--- src/rtl/mux4a1_collector.sv ---
// mxv_pkg / mux4a1_collector
//
// Purpose: 4-to-1 collector. Four valid/ready input channels are arbitrated
// into a single registered output stage. Selector carries the index of the
// channel that produced Data_out, so a downstream Selector-steered demux can
// route the beat back out.
//
// Parameters:
//   RR_EN       1 = round-robin arbitration, 0 = fixed priority (ch0 highest)
//
// Ports:
//   clk                      rising-edge clock
//   rst_n                    asynchronous active-low reset
//   Data_in_0..3   (in)      channel payloads
//   Valid_in_0..3  (in)      channel n offers a beat
//   Ready_in_0..3  (out)     channel n beat accepted this cycle (combinational)
//   Data_out       (out)     registered collected payload
//   Selector       (out)     source channel of Data_out, registered with it
//   Valid_out      (out)     Data_out/Selector hold a beat
//   Ready_out      (in)      downstream accepts the beat

package mxv_pkg;
  typedef logic [7:0] uint8_t;
endpackage

module mux4a1_collector
  import mxv_pkg::*;
#(
  parameter bit RR_EN = 1'b1
) (
  input  logic       clk,
  input  logic       rst_n,
  input  uint8_t     Data_in_0,
  input  uint8_t     Data_in_1,
  input  uint8_t     Data_in_2,
  input  uint8_t     Data_in_3,
  input  logic       Valid_in_0,
  input  logic       Valid_in_1,
  input  logic       Valid_in_2,
  input  logic       Valid_in_3,
  output logic       Ready_in_0,
  output logic       Ready_in_1,
  output logic       Ready_in_2,
  output logic       Ready_in_3,
  output uint8_t     Data_out,
  output logic [1:0] Selector,
  output logic       Valid_out,
  input  logic       Ready_out
);

  logic [3:0] valid_vec;
  uint8_t     data_vec [4];

  logic       valid_q;
  uint8_t     data_q;
  logic [1:0] sel_q;
  logic [1:0] last_grant;

  logic       load;
  logic       any_valid;
  logic       accept;
  logic [1:0] winner;
  logic [1:0] scan_idx;

  assign valid_vec   = {Valid_in_3, Valid_in_2, Valid_in_1, Valid_in_0};
  assign data_vec[0] = Data_in_0;
  assign data_vec[1] = Data_in_1;
  assign data_vec[2] = Data_in_2;
  assign data_vec[3] = Data_in_3;

  // The output stage can take a new beat when it is empty or being drained
  // this cycle; this gives full throughput with Ready_out held high while
  // Valid_out itself stays purely registered.
  assign load = !valid_q || Ready_out;

  // Arbitration. Round-robin scans upward from the channel after the last
  // one granted, wrapping 3->0, so the 2-bit addition wraps for free.
  // Fixed priority scans downward so the lowest valid index wins last.
  always_comb begin
    winner    = 2'd0;
    any_valid = 1'b0;
    scan_idx  = 2'd0;
    if (RR_EN) begin
      for (int i = 0; i < 4; i++) begin
        scan_idx = last_grant + 2'(i + 1);
        if (!any_valid && valid_vec[scan_idx]) begin
          winner    = scan_idx;
          any_valid = 1'b1;
        end
      end
    end else begin
      for (int i = 3; i >= 0; i--) begin
        if (valid_vec[i]) begin
          winner    = 2'(i);
          any_valid = 1'b1;
        end
      end
    end
  end

  // rst_n gates the handshake so nothing is accepted while reset is held,
  // even though the cleared output stage would otherwise report load=1.
  assign accept = rst_n && load && any_valid;

  assign Ready_in_0 = accept && (winner == 2'd0);
  assign Ready_in_1 = accept && (winner == 2'd1);
  assign Ready_in_2 = accept && (winner == 2'd2);
  assign Ready_in_3 = accept && (winner == 2'd3);

  // One-entry output register. last_grant resets to 3 so channel 0 is the
  // first round-robin candidate after reset; it only moves on an accepted
  // input transfer. Data/Selector keep their old values when the stage empties.
  always_ff @(posedge clk or negedge rst_n) begin
    if (!rst_n) begin
      valid_q    <= 1'b0;
      data_q     <= 8'h00;
      sel_q      <= 2'b00;
      last_grant <= 2'b11;
    end else if (load) begin
      if (any_valid) begin
        valid_q <= 1'b1;
        data_q  <= data_vec[winner];
        sel_q   <= winner;
        if (RR_EN) begin
          last_grant <= winner;
        end
      end else begin
        valid_q <= 1'b0;
      end
    end
  end

  assign Data_out  = data_q;
  assign Selector  = sel_q;
  assign Valid_out = valid_q;

endmodule

--- config.mk ---
export PLATFORM = sky130hd
export DESIGN_NAME = mux4a1_collector
export DESIGN_NICKNAME = d
export VERILOG_FILES = /design/src/rtl/mux4a1_collector.sv
export SDC_FILE = /design/constraint.sdc
export NUM_CORES = 1
export LEC_CHECK = 0
export ABC_AREA = 1
export ABC_CLOCK_PERIOD_IN_PS = 2400
export BUFFER_PORTS_ARGS = -buffer_cell sky130_fd_sc_hd__buf_4
export CAP_MARGIN = 20
export CORE_ASPECT_RATIO = 0.9
export CORE_MARGIN = 2
export CORE_UTILIZATION = 35
export DETAILED_ROUTE_END_ITERATION = 7
export PLACE_DENSITY = 0.62
export SLEW_MARGIN = 5
export SYNTH_ARGS = -nofsm -noshare
export SYNTH_HDL_FRONTEND = slang
export SYNTH_SLANG_ARGS = --single-unit
--- constraint.sdc ---
create_clock -name clk -period 2.4 [get_ports clk]
set_input_delay 0.48 -clock clk [delete_from_list [all_inputs] [get_ports clk]]
set_output_delay 0.48 -clock clk [all_outputs]
set_load 0.005 [all_outputs]
==> qor.txt <==
status = finished with violations
failing checks = negative setup slack
largest net degree at the start of global routing = 18
Remaining DRCs = 0
vias in the first global route = 1,262
async set-reset flop share out of synthesis = 100%
HPWL Detailed = 2530 um
Max Slew Vio Count = 0
Final min period = 2.53 ns
via count = 1,439
clock slew at reported path FFs = 0.06 ns
leakage power = 0.00112 uW
top-area cell type share of the netlist area = 34.0%
Pre-antenna DRT Iters = 4
NumNets Final = 304
final worst slack = -0.132 ns
gr usage total = 18.6%
element type at the critical path end = output port
number of vias per cell = 4.67
Top FF cell, synth = dfrtp_1
initial antenna violation count = 0
yosys warns = 0
CP max FO = 8
area of the die = 3890 um^2
CTS tree = built
Synth area leader = nand2_1
DR iter-0 viols = 117
top post-synthesis cells by area = nand2_1, dfrtp_1, nand4_1, dfstp_2, nand2_2
post-synth net total = 231
Slew @ Worst Pin = 0.258 ns
hold_ws = 0.0853 ns
Worst setup SP type = flop
antenna diode count = 0
Yosys cell types = 21
crit share post-route = 105%
PwrDens = 1830 nW/um^2
placer's final routability congestion estimate = 0.806
Peak VDD IR = 0.882 mV
setup violators final = 4
row count = 20
first-pass GRT wire length = 5690 um
final std cells w/o fill = 308
WP data arrival = 2.05 ns
# Max-Cap Violations = 0
worst clock skew = 0.00504 ns
commonest cells in the netlist = nand2_1, nand4_1, dfrtp_1, inv_1, nand3_1
worst rel slew slack = 82.7%
Max Buffers Root-to-Sink = 2
clk_lat worst skew = 0.24 ns
Crit Path Class = flop to output port
top-count cell post-synth = nand2_1
die height = 59.4 um
Cell Area, Synth = 1190 um^2
CTS Buf Count = 3
DR WL/cell = 12.0 um
clock sinks = 13
final-report hold violation count = 0
Starting Density = 35.9%
layout cells sized above 1 = 46.2%
placed inst area = 1670 um^2
H-tree Lvls = 1
hold_buf cts = 0
Routed WL = 3700 um
Worst Path Required = 1.92 ns
Syn Inst Count = 192
Hold WC Path Type = input port to async pin
# placed instances = 291
number of enable flip-flop cells after synthesis = 0
design area = 1960 um^2
Synth Area per Inst = 6.22 um^2
P&R area growth vs syn = 64.5%
Overflow after GRT = 0
setup_tns = -0.482 ns
DRT antenna net count = 0
port buffer count = 53
core area = 3330 um^2
Max Freq = 0.395 GHz
Root Buffer = clkbuf_8
Die W = 65.6 um
IO Pins = 54
synthesized flop and latch total = 13
register area share after synthesis = 27.5%
RSZ-0062 raised after global routing = true
-- final timing paths --
check | from | end | slack, ns | cells after the start
max | last_grant[0] | Ready_in_1 | -0.13 | 12
min | rst_n | Data_out[0] | 0.09 | 1
max reg2reg | last_grant[0] | Data_out[3] | 0 | 15
min reg2reg | Data_out[5] | Data_out[5] | 0.48 | 2
max in group asynchronous | rst_n | last_grant[1] | 2.07 | 1
min in group clk | Data_out[5] | Data_out[5] | 0.48 | 2
-- cell type report --
type                    count  area [um^2]
well taps                  44         55.1
fillers                   318         1370
repair buffers             77          582
multi-input cells         156          888
flip-flops and latches     13          328
clock buffers               4         45.0
inverters                  14         65.1
-- sequential cells by signal, summed over array words and instances, names as in the netlist --
| signal | cells |
|---|---|
| Data_out | 8 |
| Selector | 2 |
| last_grant | 2 |
| Valid_out | 1 |
-- critical path, cell delays in order (launching register included) --
cell     delay (ns)
dfstp_2        0.65
inv_8          0.08
nand2_1        0.10
nand3_2        0.10
nand2_4        0.12
nor2_8         0.07
nand3_2        0.07
nand3_2        0.07
inv_2          0.07
nand2_4        0.05
buf_6          0.13
nor3_4         0.17
buf_4          0.13
-- layout by cell type (no fill, tap or decap), types with 2 or more instances in the layout --
master and instances:
nand4_1 17, inv_2 4, nand3_1 3, buf_4 76, inv_4 2, nand3_4 2
o21ai_0 2, nand3_2 6, nor3_2 3, inv_1 7, dfstp_2 2, dfrtp_1 11
clkbuf_8 3, nand2_4 14, nand2_1 100, nand2_2 3
-- what timing repair did --
item,CTS,global route
endpoints found under the setup margin,4,14
setup buffers,10,3
gates resized for setup,23,15
pin swaps,11,1
-- routing by layer --
layer	vias up	global-route usage, %	part of all wire (%)
met4	0	5.95	1.4
met2	43	28.3	43
met3	6	1.71	5.5
li1	756	-	-
met5	-	0	0
met1	634	27.7	50
-- metrics by stage --
step	worst slack [ns]	utilization [%]	total power (uW)
6_report	-0.132	59.0	3590
3_5_place_dp	0.0757	50.1	2830
3_3_place_gp	0.0295	50.1	2850
2_1_floorplan	0.205	-	2180
4_1_cts	-0.0892	56.5	3400
5_1_grt	-0.240	59.0	3960
-- cell families after synthesis --
family	Yosys count	synth area share [%]
AOI/OAI and AO/OA	4	1.68
buffers and inverters	23	10.3
and+or+nand+nor	152	60.6
DFF	13	27.5
-- report_power, final --
part	internal, uW	total [uW]	switching, uW
Clock	117	192	74.5
Sequential	355	450	94.1
Combinational	1220	2950	1730
No activity file was read; power rests on OpenSTA's default activity.
